File: src/rtl/t03_nes_controller_driver_if.sv
`default_nettype none
// ============================================================================
// Module      : t03_nes_controller_driver_if
// Description : Controller pins and downstream shift-stage handshake bundle.
// Revision    : 1.0 - initial release
// ============================================================================
interface t03_nes_controller_driver_if;
    logic enable;
    logic nes_data_in;
    logic nes_latch;
    logic nes_pulse;
    logic data;
    logic button_en;
    logic finished;
    logic busy;

    modport master (
        input  enable, nes_data_in,
        output nes_latch, nes_pulse, data, button_en, finished, busy
    );

    modport slave (
        output enable, nes_data_in,
        input  nes_latch, nes_pulse, data, button_en, finished, busy
    );
endinterface
`default_nettype wire

File: src/rtl/t03_nes_controller_driver.sv
`default_nettype none
// ============================================================================
// Module      : t03_nes_controller_driver
// Description : NES controller poller: latch/pulse generation, 2-flop data sync,
//               per-bit button_en strobe and end-of-poll finished strobe.
// Revision    : 1.0 - initial release
// ============================================================================
module t03_nes_controller_driver #(
    parameter int POLL_CYCLES     = 166667,
    parameter int LATCH_CYCLES    = 120,
    parameter int HALF_BIT_CYCLES = 60
) (
    input  wire logic clk,
    input  wire logic rst,
    t03_nes_controller_driver_if.master bus
);

    localparam int c_POLL_W = $clog2(POLL_CYCLES);
    localparam int c_PH_MAX = (LATCH_CYCLES > HALF_BIT_CYCLES) ? LATCH_CYCLES : HALF_BIT_CYCLES;
    localparam int c_PH_W   = $clog2(c_PH_MAX + 1);

    localparam logic [c_POLL_W-1:0] c_POLL_LOAD  = c_POLL_W'(POLL_CYCLES - 1);
    localparam logic [c_PH_W-1:0]   c_LATCH_LOAD = c_PH_W'(LATCH_CYCLES - 1);
    localparam logic [c_PH_W-1:0]   c_HALF_LOAD  = c_PH_W'(HALF_BIT_CYCLES - 1);
    localparam logic [c_PH_W-1:0]   c_PH_ONE     = c_PH_W'(1);
    localparam logic [2:0]          c_LAST_BIT   = 3'd7;

    typedef enum logic [2:0] {
        S_WAIT  = 3'd0,
        S_LATCH = 3'd1,
        S_GAP   = 3'd2,
        S_PULSE = 3'd3,
        S_DONE  = 3'd4
    } state_t;

    state_t              r_state;
    logic [c_POLL_W-1:0] r_pollCnt;
    logic [c_PH_W-1:0]   r_phase;
    logic [2:0]          r_bitIdx;
    logic                r_latch;
    logic                r_pulse;
    logic                r_buttonEn;
    logic                r_finished;
    logic                r_busy;
    logic                r_sync1;
    logic                r_sync2;

    // Idle level of the controller line is 1 (nothing pressed).
    always_ff @(posedge clk or posedge rst) begin
        if (rst) begin
            r_sync1 <= 1'b1;
            r_sync2 <= 1'b1;
        end else begin
            r_sync1 <= bus.nes_data_in;
            r_sync2 <= r_sync1;
        end
    end

    always_ff @(posedge clk or posedge rst) begin
        if (rst) begin
            r_state    <= S_WAIT;
            r_pollCnt  <= '0;
            r_phase    <= '0;
            r_bitIdx   <= '0;
            r_latch    <= 1'b0;
            r_pulse    <= 1'b0;
            r_buttonEn <= 1'b0;
            r_finished <= 1'b0;
            r_busy     <= 1'b0;
        end else begin
            r_buttonEn <= 1'b0;
            r_finished <= 1'b0;
            // Free-running frame timer; reloaded only when a poll starts.
            if (r_pollCnt != '0) begin
                r_pollCnt <= r_pollCnt - 1'b1;
            end
            case (r_state)
                S_WAIT: begin
                    if (bus.enable && (r_pollCnt == '0)) begin
                        r_state   <= S_LATCH;
                        r_latch   <= 1'b1;
                        r_busy    <= 1'b1;
                        r_phase   <= c_LATCH_LOAD;
                        r_pollCnt <= c_POLL_LOAD;
                    end
                end
                S_LATCH: begin
                    if (r_phase == '0) begin
                        r_state  <= S_GAP;
                        r_latch  <= 1'b0;
                        r_phase  <= c_HALF_LOAD;
                        r_bitIdx <= '0;
                    end else begin
                        r_phase <= r_phase - 1'b1;
                    end
                end
                S_GAP: begin
                    if (r_phase == '0) begin
                        if (r_bitIdx == c_LAST_BIT) begin
                            r_state    <= S_DONE;
                            r_finished <= 1'b1;
                        end else begin
                            r_state  <= S_PULSE;
                            r_pulse  <= 1'b1;
                            r_phase  <= c_HALF_LOAD;
                            r_bitIdx <= r_bitIdx + 1'b1;
                        end
                    end else begin
                        r_phase <= r_phase - 1'b1;
                        // Registered strobe lands on the final GAP cycle.
                        if (r_phase == c_PH_ONE) begin
                            r_buttonEn <= 1'b1;
                        end
                    end
                end
                S_PULSE: begin
                    if (r_phase == '0) begin
                        r_state <= S_GAP;
                        r_pulse <= 1'b0;
                        r_phase <= c_HALF_LOAD;
                    end else begin
                        r_phase <= r_phase - 1'b1;
                    end
                end
                S_DONE: begin
                    r_state <= S_WAIT;
                    r_busy  <= 1'b0;
                end
                default: begin
                    r_state <= S_WAIT;
                    r_latch <= 1'b0;
                    r_pulse <= 1'b0;
                    r_busy  <= 1'b0;
                end
            endcase
        end
    end

    assign bus.nes_latch = r_latch;
    assign bus.nes_pulse = r_pulse;
    assign bus.data      = r_sync2;
    assign bus.button_en = r_buttonEn;
    assign bus.finished  = r_finished;
    assign bus.busy      = r_busy;

endmodule
`default_nettype wire

File: src/flat_wrapper.sv
// flat-port wrapper written by rule: the top's interface ports become plain ports
module t03_nes_controller_driver_flat 
#(
    parameter int POLL_CYCLES     = 166667,
    parameter int LATCH_CYCLES    = 120,
    parameter int HALF_BIT_CYCLES = 60
)
  (clk, rst, bus_enable, bus_nes_data_in, bus_nes_latch, bus_nes_pulse, bus_data, bus_button_en, bus_finished, bus_busy);
  t03_nes_controller_driver_if bus_i ();
  input  wire logic clk;
  input  wire logic rst;
  input wire logic [$bits(bus_i.enable)-1:0] bus_enable;
  input wire logic [$bits(bus_i.nes_data_in)-1:0] bus_nes_data_in;
  output wire logic [$bits(bus_i.nes_latch)-1:0] bus_nes_latch;
  output wire logic [$bits(bus_i.nes_pulse)-1:0] bus_nes_pulse;
  output wire logic [$bits(bus_i.data)-1:0] bus_data;
  output wire logic [$bits(bus_i.button_en)-1:0] bus_button_en;
  output wire logic [$bits(bus_i.finished)-1:0] bus_finished;
  output wire logic [$bits(bus_i.busy)-1:0] bus_busy;
  assign bus_i.enable = bus_enable;
  assign bus_i.nes_data_in = bus_nes_data_in;
  assign bus_nes_latch = bus_i.nes_latch;
  assign bus_nes_pulse = bus_i.nes_pulse;
  assign bus_data = bus_i.data;
  assign bus_button_en = bus_i.button_en;
  assign bus_finished = bus_i.finished;
  assign bus_busy = bus_i.busy;
  t03_nes_controller_driver #(.POLL_CYCLES(POLL_CYCLES), .LATCH_CYCLES(LATCH_CYCLES), .HALF_BIT_CYCLES(HALF_BIT_CYCLES)) u_core (.clk(clk), .rst(rst), .bus(bus_i));
endmodule
File: config.mk
export PLATFORM = sky130hd
export DESIGN_NAME = t03_nes_controller_driver_flat
export DESIGN_NICKNAME = d
export VERILOG_FILES = /design/src/rtl/t03_nes_controller_driver_if.sv /design/src/rtl/t03_nes_controller_driver.sv /design/src/flat_wrapper.sv
export SDC_FILE = /design/constraint.sdc
export NUM_CORES = 1
export LEC_CHECK = 0
export ABC_AREA = 1
export BUFFER_PORTS_ARGS = -buffer_cell sky130_fd_sc_hd__buf_2
export CAP_MARGIN = 10
export CORE_MARGIN = 2
export CORE_UTILIZATION = 52
export CTS_CLUSTER_DIAMETER = 30
export DETAILED_ROUTE_END_ITERATION = 12
export PLACE_DENSITY = 0.69
export SETUP_SLACK_MARGIN = 0.02
export SLEW_MARGIN = 30
export SYNTH_ARGS = -nofsm -noshare
export SYNTH_HDL_FRONTEND = slang
export SYNTH_SLANG_ARGS = --single-unit
File: constraint.sdc
create_clock -name clk -period 3 [get_ports clk]
set_input_delay 0.3 -clock clk [delete_from_list [all_inputs] [get_ports clk]]
set_output_delay 0.3 -clock clk [all_outputs]
set_load 0.03 [all_outputs]
======== Yosys cells after proc, flatten, opt, wreduce, memory -nomap -nowiden ========
Index checks and enable logic that the tools add are counted.
operators by class
  bitwise gates (word level) .............. 3
  muxes and demuxes ....................... 30
  reduce and logical (&&, ||, !) cells .... 17
  equal/unequal tests ..................... 13
  $add $sub $neg .......................... 3
operator list
  kind                   number
  $mux 18                3
  $mux 7                 4
  $mux 3                 7
  $pmux 7 s3             1
  $logic_not 18->1       1
  $reduce_bool 18->1     1
  $sub 18x1->18 const B  1
  $mux 1                 10
  $ne 2x1->1 const B     5
  $pmux 3 s3             1
  $reduce_and 3->1       3
  $reduce_or 3->1        3
  $reduce_and 4->1       2
  $eq 7x1->1 const B     1
  $logic_not 7->1        1
  $sub 7x1->7 const B    1
  $eq 3x2->1 const B     2
  $eq 3x3->1 const B     2
  $pmux 1 s3             2
  $pmux 3 s2             1
  $add 3x1->3 const B    1
  $eq 3x1->1 const B     1
  $logic_not 3->1        1
  $ne 3x3->1 const B     1
  8 further kinds        10
word-level totals
  input port bits ......................... 4
  logic and storage cells ................. 77
  flip-flop bits (word level) ............. 38

======== Logic depth before layout (Yosys ltp) ========
Gate-level depths: netlist (run 1).
  depth in word-level cells ............... 4
  gate-level depth with buffers ........... 10
  gate-level depth less buffers ........... 10

======== Worst setup path before layout (run 1) ========
Ideal clock, no wire load.
  path kind ............................... reg-to-reg
  from .................................... register u_core.r_phase[0]
  to ...................................... register u_core.r_pulse, in the netlist u_core.bus.nes_pulse
  cell stages (with the launch flop) ...... 10
  path slack .............................. 1.437 ns
  required time ........................... 2.882 ns
  buffers on the path ..................... 0
  arrival time ............................ 1.445 ns
  path through ............................ dfrtp_1 inv_1 ha_1 inv_1 nor2_1 nand4_1 o21ai_0 nand3_1 nand2_1 nand2_1
on the way
  word-level cells in the longest chain between the ends .. 3
  elaborated cells on any way between the ends .. 4
  classes of those cells .................. eq/ne: 2; reduce/logical: 2
ends and longest elaborated chain
  element                              line                                                               text
  from (decl)                          t03_nes_controller_driver.sv:38                                    logic [c_PH_W-1:0] r_phase;
  from (signal assigned)               t03_nes_controller_driver.sv:83                                    r_phase <= c_LATCH_LOAD;
  from (signal assigned)               t03_nes_controller_driver.sv:91                                    r_phase <= c_HALF_LOAD;
  from (signal assigned)               t03_nes_controller_driver.sv:94                                    r_phase <= r_phase - 1'b1;
  $logic_not 7->1 *                    t03_nes_controller_driver.sv:98, t03_nes_controller_driver.sv:117
  $ne 2x1->1 (no source line)          --
  $reduce_and 4->1 (no source line) *  --
  to (signal assigned)                 t03_nes_controller_driver.sv:104                                   r_pulse <= 1'b1;
  to (signal assigned)                 t03_nes_controller_driver.sv:119                                   r_pulse <= 1'b0;
  to (signal assigned)                 t03_nes_controller_driver.sv:132                                   r_pulse <= 1'b0;
  to (decl)                            t03_nes_controller_driver.sv:41                                    logic r_pulse;
Every way passes the cells marked *; elsewhere a longest branch is shown, timed or not.
A chain may end at the register's enable or synchronous reset.

======== Final worst setup path (run 1) ========
Ends and elaborated chain as after synthesis.

==> impl_metrics.ini, run 1 <==
[run_status]
outcome = completed

[floorplan]
die_area_um2 = 4674
die_y_um = 68.37
rows = 23
fp.dieW_um = 68.37
core-area_um2 = 4000
ios = 10
start_util_pct = 53.86

[clocking]
ctsResizeCount = 0
holdBufCountCts = 0
cts_buffer_depth = 2
cts_sinks = 38
post_cts_buffers = 0
cts_made_buffers = 5
cts_tree = done
htree_levels = 2
clk_latency_ps = 290
clock-root-buffer = clkbuf_8
clk_pin_slew_ps = 70

[setup_path]
cp-startpoint = u_core.r_phase[0]
startpoint_type = flop
reg2reg_to = u_core.bus.nes_pulse
crit_fanout = 5
critPathRequiredTime_ps = 3190
crit_type = reg -> reg
end_kind = flop
r2r_cells = 9
timing.rr.start = u_core.r_phase[0]
ff2ff_setup_slack_ps = 1120
arrival_ps = 2060

[sta]
skew_ps = 6.775
setup_viol_count_final = 0
finalCriticalPeriod_ps = 1875
fin_ws_ps = 1125
worst_pin_slew_ps = 481.6
slew_viol_final = 0
relSlewSlack_pct = 67.89
hold_viol = 0
fin_tns_setup_ps = 0
fin_crit_sh_pct = 62.51
fmax_mhz = 533.2
rsz0062_at_grt = false

[routing]
dr.pass1.iters = 4
wl_um = 4227
wl_per_cell_um = 12.54
via_count = 1737
route.detailed.drc = 0
drt_iter0_drc = 87
ant_nets = 0
avgViaCountPerCell = 5.154

[logic_synthesis]
syn-cell-area_um2 = 2155
ys_warn_count = 0
synthMuxAreaShare_pct = 0
yosysSeqAreaShare_pct = 44.25
syn_avg_cell_area_um2 = 7.950
synth_top_cell_by_area = dfrtp_1
synth_cells = 271
ys_seq_elements = 38
synth_compound_area_share_pct = 6.272
synthAdderAreaFrac_pct = 2.904
synthTopCellsByCount = nand2_1 (74), dfrtp_1 (36), inv_1 (36)
synth_xor_area_share_pct = 3.659
synth_top_family_by_area = simple AND/OR/NAND/NOR gates
synth_top_cell_area_share_pct = 41.81
syn-num-nets = 280
synth_area_leaders = dfrtp_1 (42%), nand2_1 (13%), inv_1 (6.3%)
yosys.area_share.simple_pct = 35.08
synth_cell_type_count = 31
synthArstFlopShare_pct = 100.0
synth_edf_count = 0
yosysMostFrequentCell = nand2_1
yosys_most_used_dff = dfrtp_1

[place]
post-place-ws_ps = 1168
port_buffers = 9
gp_congestion = 0.9584
post-dp-hpwl_um = 3067

[global_routing]
grt_overflow = 0
grt_pass1_vias = 1675
grt_pass1_wl_um = 7300
grt_max_degree = 39
antenna_found_initial = 0
grtUsageTotal_pct = 21.58

[finish]
drive_above_1_share_pct = 16.38
final_nets = 295
area_delta_synth_final_pct = 9.059
fillCellCount = 373
n_antenna_cell = 0

[power_and_ir_drop]
clock_power_share_pct = 45.1
power_density_nw_per_um2 = 411.3
seqPwrFrac_pct = 53.3
p_switching_mw = 0.2003
switching_share_pct = 20.73
p_leak_nw = 1.230
ir_drop_v = 0.0002833
p_int_mw = 0.7661
combinationalPowerShare_pct = 1.6

[hold_path]
hold_depth = 1
hp-start = bus_nes_data_in
hold-path-endpoint = u_core.r_sync1
hold_path_class = in -> reg

[job]
cap_violations = 0
==> layout by cell type (no fill, tap or decap), drive strengths merged <==
master / count
a21oi: 7
buf: 10
bufinv: 1
clkbuf: 7
dfrtp: 36
dfstp: 2
ha: 5
inv: 38
nand2: 81
nand3: 24
nand3b: 1
nand4: 3
nor2: 43
nor3: 2
nor4: 1
o211ai: 2
o21ai: 10
o21bai: 1
o22ai: 2
o31ai: 1
or2: 1
xnor2: 5
xor2: 4
==> layout make-up <==
type,count,area [um^2],share of cell area [%]
Clock buffer,7,76.32,3.248
Tap cell,50,62.56,2.662
Sequential cell,38,953.4,40.58
Inverter,38,142.6,6.070
Multi-Input combinational cell,193,1032,43.93
Timing Repair Buffer,10,52.55,2.236
Clock inverter,1,30.03,1.278
==> worst max path at each step <==
stage,to,slack [ps],depth (start not counted)
CTS,u_core.bus.nes_pulse,1130,9
global route,u_core.bus.nes_pulse,980,9
floorplan,u_core.bus.nes_pulse,1440,9
detailed placement,u_core.r_pollCnt[0],1170,8
global placement,u_core.r_pollCnt[0],1200,9
finish,u_core.bus.nes_pulse,1120,9
==> stage by stage <==
| stage | instance area [um^2] | util (%) | std cells | hold slack (ps) | power, mW |
|---|---|---|---|---|---|
| final | 2350 | 58.74 | 337 | 101.1 | 0.9665 |
| after global routing | 2350 | 58.74 | 337 | 86.31 | 1.000 |
| after CTS | 2350 | 58.74 | 337 | 89.85 | 0.9786 |
| after detailed placement | 2243 | 56.08 | 329 | 348.9 | 0.5416 |
| after global placement | 2243 | 56.08 | 329 | 346.4 | 0.5409 |
| after floorplan | 2155 | - | 271 | 304.5 | 0.5340 |
==> registers in the layout, indices dropped and copies added, names as in the netlist <==
signal,cells
u_core.r_state,3
u_core.bus.data,1
u_core.bus.nes_pulse,1
u_core.r_bitIdx,3
u_core.r_pollCnt,18
u_core.r_phase,7
u_core.bus.finished,1
u_core.r_sync1,1
u_core.bus.nes_latch,1
u_core.bus.busy,1
u_core.bus.button_en,1
==> power groups by stage <==
stage	Clock [mW]	Sequential [mW]	Combinational [mW]
5_1_grt	0.467	0.515	0.0188
3_3_place_gp	0	0.524	0.0165
2_1_floorplan	0	0.526	0.00788
3_5_place_dp	0	0.525	0.0169
4_1_cts	0.447	0.515	0.0169
6_report	0.436	0.515	0.0158
==> cells by family (layout without fill, tap and decap cells) <==
family,after synthesis,after routing
AO/OA/AOI/OAI,23,23
flip-flops,38,38
AND/OR/NAND/NOR,156,156
buffers and inverters,40,56
adder cells (fa/ha/maj),5,5
XOR/XNOR,9,9
==> critical path, stage by stage (launching register included) <==
cell and delay [ps]:
dfrtp_1 410, inv_1 110, ha_1 190, inv_1 50, nor2_1 160, nand4_1 290
o21ai_0 340, nand3_1 110, nand2_1 70, nand2_1 50
==> layer usage <==
layer / wire length (um) / share of wire (%) / up-vias / global-route usage [%]
met5: 0 / 0 / - / 0
met4: 104 / 2.5 / 0 / 9.500
met3: 136 / 3.2 / 11 / 6.086
met2: 2136 / 51 / 24 / 37.38
met1: 1850 / 44 / 825 / 24.69
li1: - / - / 877 / -
Power figures use the tool's default switching activity.
==> run 2: changes to the inputs <==
clock period = 1.8 ns   (was 3 ns; I/O delays follow)
==> run 2 against run 1 <==
  * The flow now finishes with violations (hold timing)
  * Combinational power is 77% higher
  * Largest power group unchanged
  * Core utilization increased by 2.8 points
  * Cell count increased by 3.0%
  * Non-clock buffer count increased by 10
  * Critical path type unchanged
  * Worst hold slack got worse by 120 ps
  * Sequential power increased by 66%
  * Total power up 71%
  * Highest routed layer unchanged
  * Maximum frequency rose by 8.8%
  * First-iteration DRC count fell by 11%
  * Largest cell class unchanged
  * Wire length fell by 2.4%
  * Count of clock-buffer cells in the layout unchanged
  * Sequential share of layout area down 1.8 points
==> impl_metrics.ini, run 2 (synthesis results as in run 1) <==
[run_status]
outcome = complete, but fails checks
violations = hold timing

[finish]
largest_register = u_core.r_pollCnt
area_delta_synth_final_pct = 14.17
final_cell_mix = nand2_1 (74), dfrtp_1 (36), inv_1 (35)
final_nets = 305
n_antenna_cell = 0
drive_above_1_share_pct = 20.54
top_regs = u_core.r_pollCnt x18, u_core.r_phase x7
fin_cells = 347
fillCellCount = 350
largest_reg_flops = 18
final_common_cell = nand2_1

[routing]
dr.pass1.iters = 4
avgViaCountPerCell = 5.086
drt_iter0_drc = 77
via_count = 1765
route.met3.wl_um = 160
route.detailed.drc = 0
highest_layer = met4
wl_per_cell_um = 11.88
met2_length_um = 1966
wl_met1_um = 1876
wl_um = 4124
ant_nets = 0

[clocking]
cts_buffer_depth = 2
clk_pin_slew_ps = 80
cts_made_buffers = 5
clock-root-buffer = clkbuf_8
clk_latency_ps = 300
cts_sinks = 38
htree_levels = 2
cts_tree = done

[sta]
hold_viol = 27
fin_tns_setup_ps = 0
finalCriticalPeriod_ps = 1724
skew_ps = 10.30
worst_pin_slew_ps = 494.0
slew_viol_final = 0
fin_crit_sh_pct = 95.80
setup_viol_count_final = 0
relSlewSlack_pct = 67.06
fmax_mhz = 579.9
hold_slack_ps = -17.82

[setup_path]
crit_type = reg -> reg
startpoint_type = flop
end_kind = flop
crit_path_max_incr_delay_ps = 400
timing.rr.start = u_core.r_phase[1]
arrival_ps = 1960
reg2reg_to = u_core.r_phase[0]
ff2ff_setup_slack_ps = 80
crit_fanout = 8
r2r_cells = 10
critPathRequiredTime_ps = 2030
crit_slowest_cell = dfrtp_1
crit_chain = inv_1 > ha_4 > inv_1 > nor2_2 > nand4_1 > nor2_4 > nor2_4 > nand2_4 > nand2_1 > nand2_1

[global_routing]
grt_overflow = 0
antenna_found_initial = 0
grt_pass1_vias = 1541
grt_max_degree = 39
grtUsageTotal_pct = 19.22
grt_pass1_wl_um = 6603

[power_and_ir_drop]
power_density_nw_per_um2 = 673.5
ir_drop_v = 0.0005032
seqPwrFrac_pct = 51.8
p_leak_nw = 1.275
power_mw = 1.657
p_switching_mw = 0.3411
combinationalPowerShare_pct = 1.7
clock_power_share_pct = 46.6
switching_share_pct = 20.59
p_int_mw = 1.316

[floorplan]
die_y_um = 68.37
core-area_um2 = 4000
rows = 23
fp.dieW_um = 68.37
ios = 10
die_area_um2 = 4674
start_util_pct = 53.86

[place]
dp.cells = 335
post-dp-hpwl_um = 2912
gp_congestion = 0.9934
port_buffers = 9

[job]
cap_violations = 0

[hold_path]
hold_path_class = in -> async
-- run 2: cell type report --
class	count	area, um^2	area share, %
multi-input combinational	193	1055	42.88
sequential	38	953.4	38.76
inverter	38	142.6	5.799
timing repair buffer	20	130.1	5.290
clock buffer	7	86.33	3.510
tap	50	62.56	2.543
clock inverter	1	30.03	1.221
-- run 2: critical path, delay by kind of cell, from the launching register on --
kind | cells | cell delay, ps
DFF | 1 | 400
adders and majority gates | 1 | 150
and+or+nand+nor | 7 | 950
buffers and inverters | 2 | 170
-- run 2: layer usage --
| metal | vias up | GRT usage (%) |
|---|---|---|
| li1 | 905 | - |
| met2 | 48 | 31.07 |
| met5 | - | 0 |
| met3 | 13 | 4.112 |
| met1 | 799 | 24.04 |
| met4 | 0 | 10.00 |
-- run 2: per-stage QoR --
step / instance area, um^2 / util, % / setup slack [ps] / hold WS (ps)
6_report: 2460 / 61.50 / 75.58 / -17.82
2_1_floorplan: 2155 / - / 237.0 / 184.5
3_5_place_dp: 2288 / 57.21 / 80.58 / 286.1
5_1_grt: 2460 / 61.50 / -33.05 / 64.80
3_3_place_gp: 2288 / 57.21 / 84.99 / 284.7
4_1_cts: 2415 / 60.37 / 43.12 / 1.560
-- run 2: worst max-delay path by stage --
stage	start	end	slack, ps	cells past startpoint
after floorplan	u_core.r_phase[0]	u_core.bus.nes_pulse	240	9
after global placement	u_core.r_phase[0]	u_core.bus.nes_pulse	80	9
after detailed placement	u_core.r_phase[0]	u_core.bus.nes_pulse	80	9
after CTS	u_core.r_phase[0]	u_core.r_state[0]	40	10
after global routing	u_core.r_phase[1]	u_core.r_phase[3]	-30	10
final	u_core.r_phase[1]	u_core.r_phase[0]	80	10
-- run 2: power by group through the flow --
| stage | logic (mW) | registers (mW) | clock network, mW |
|---|---|---|---|
| after floorplan | 0.0131 | 0.877 | 0 |
| after global placement | 0.0269 | 0.874 | 0 |
| after detailed placement | 0.0276 | 0.874 | 0 |
| after CTS | 0.0296 | 0.857 | 0.778 |
| after global routing | 0.0333 | 0.858 | 0.810 |
| final | 0.0279 | 0.857 | 0.771 |
-- run 2: timing repair --
action                                 4_1_cts  5_1_grt
hold buffers                                 1        0
setup endpoints to repair                    0       15
setup buffers                                0        3
resized for setup                            0        7
endpoints found under the hold margin        1        0
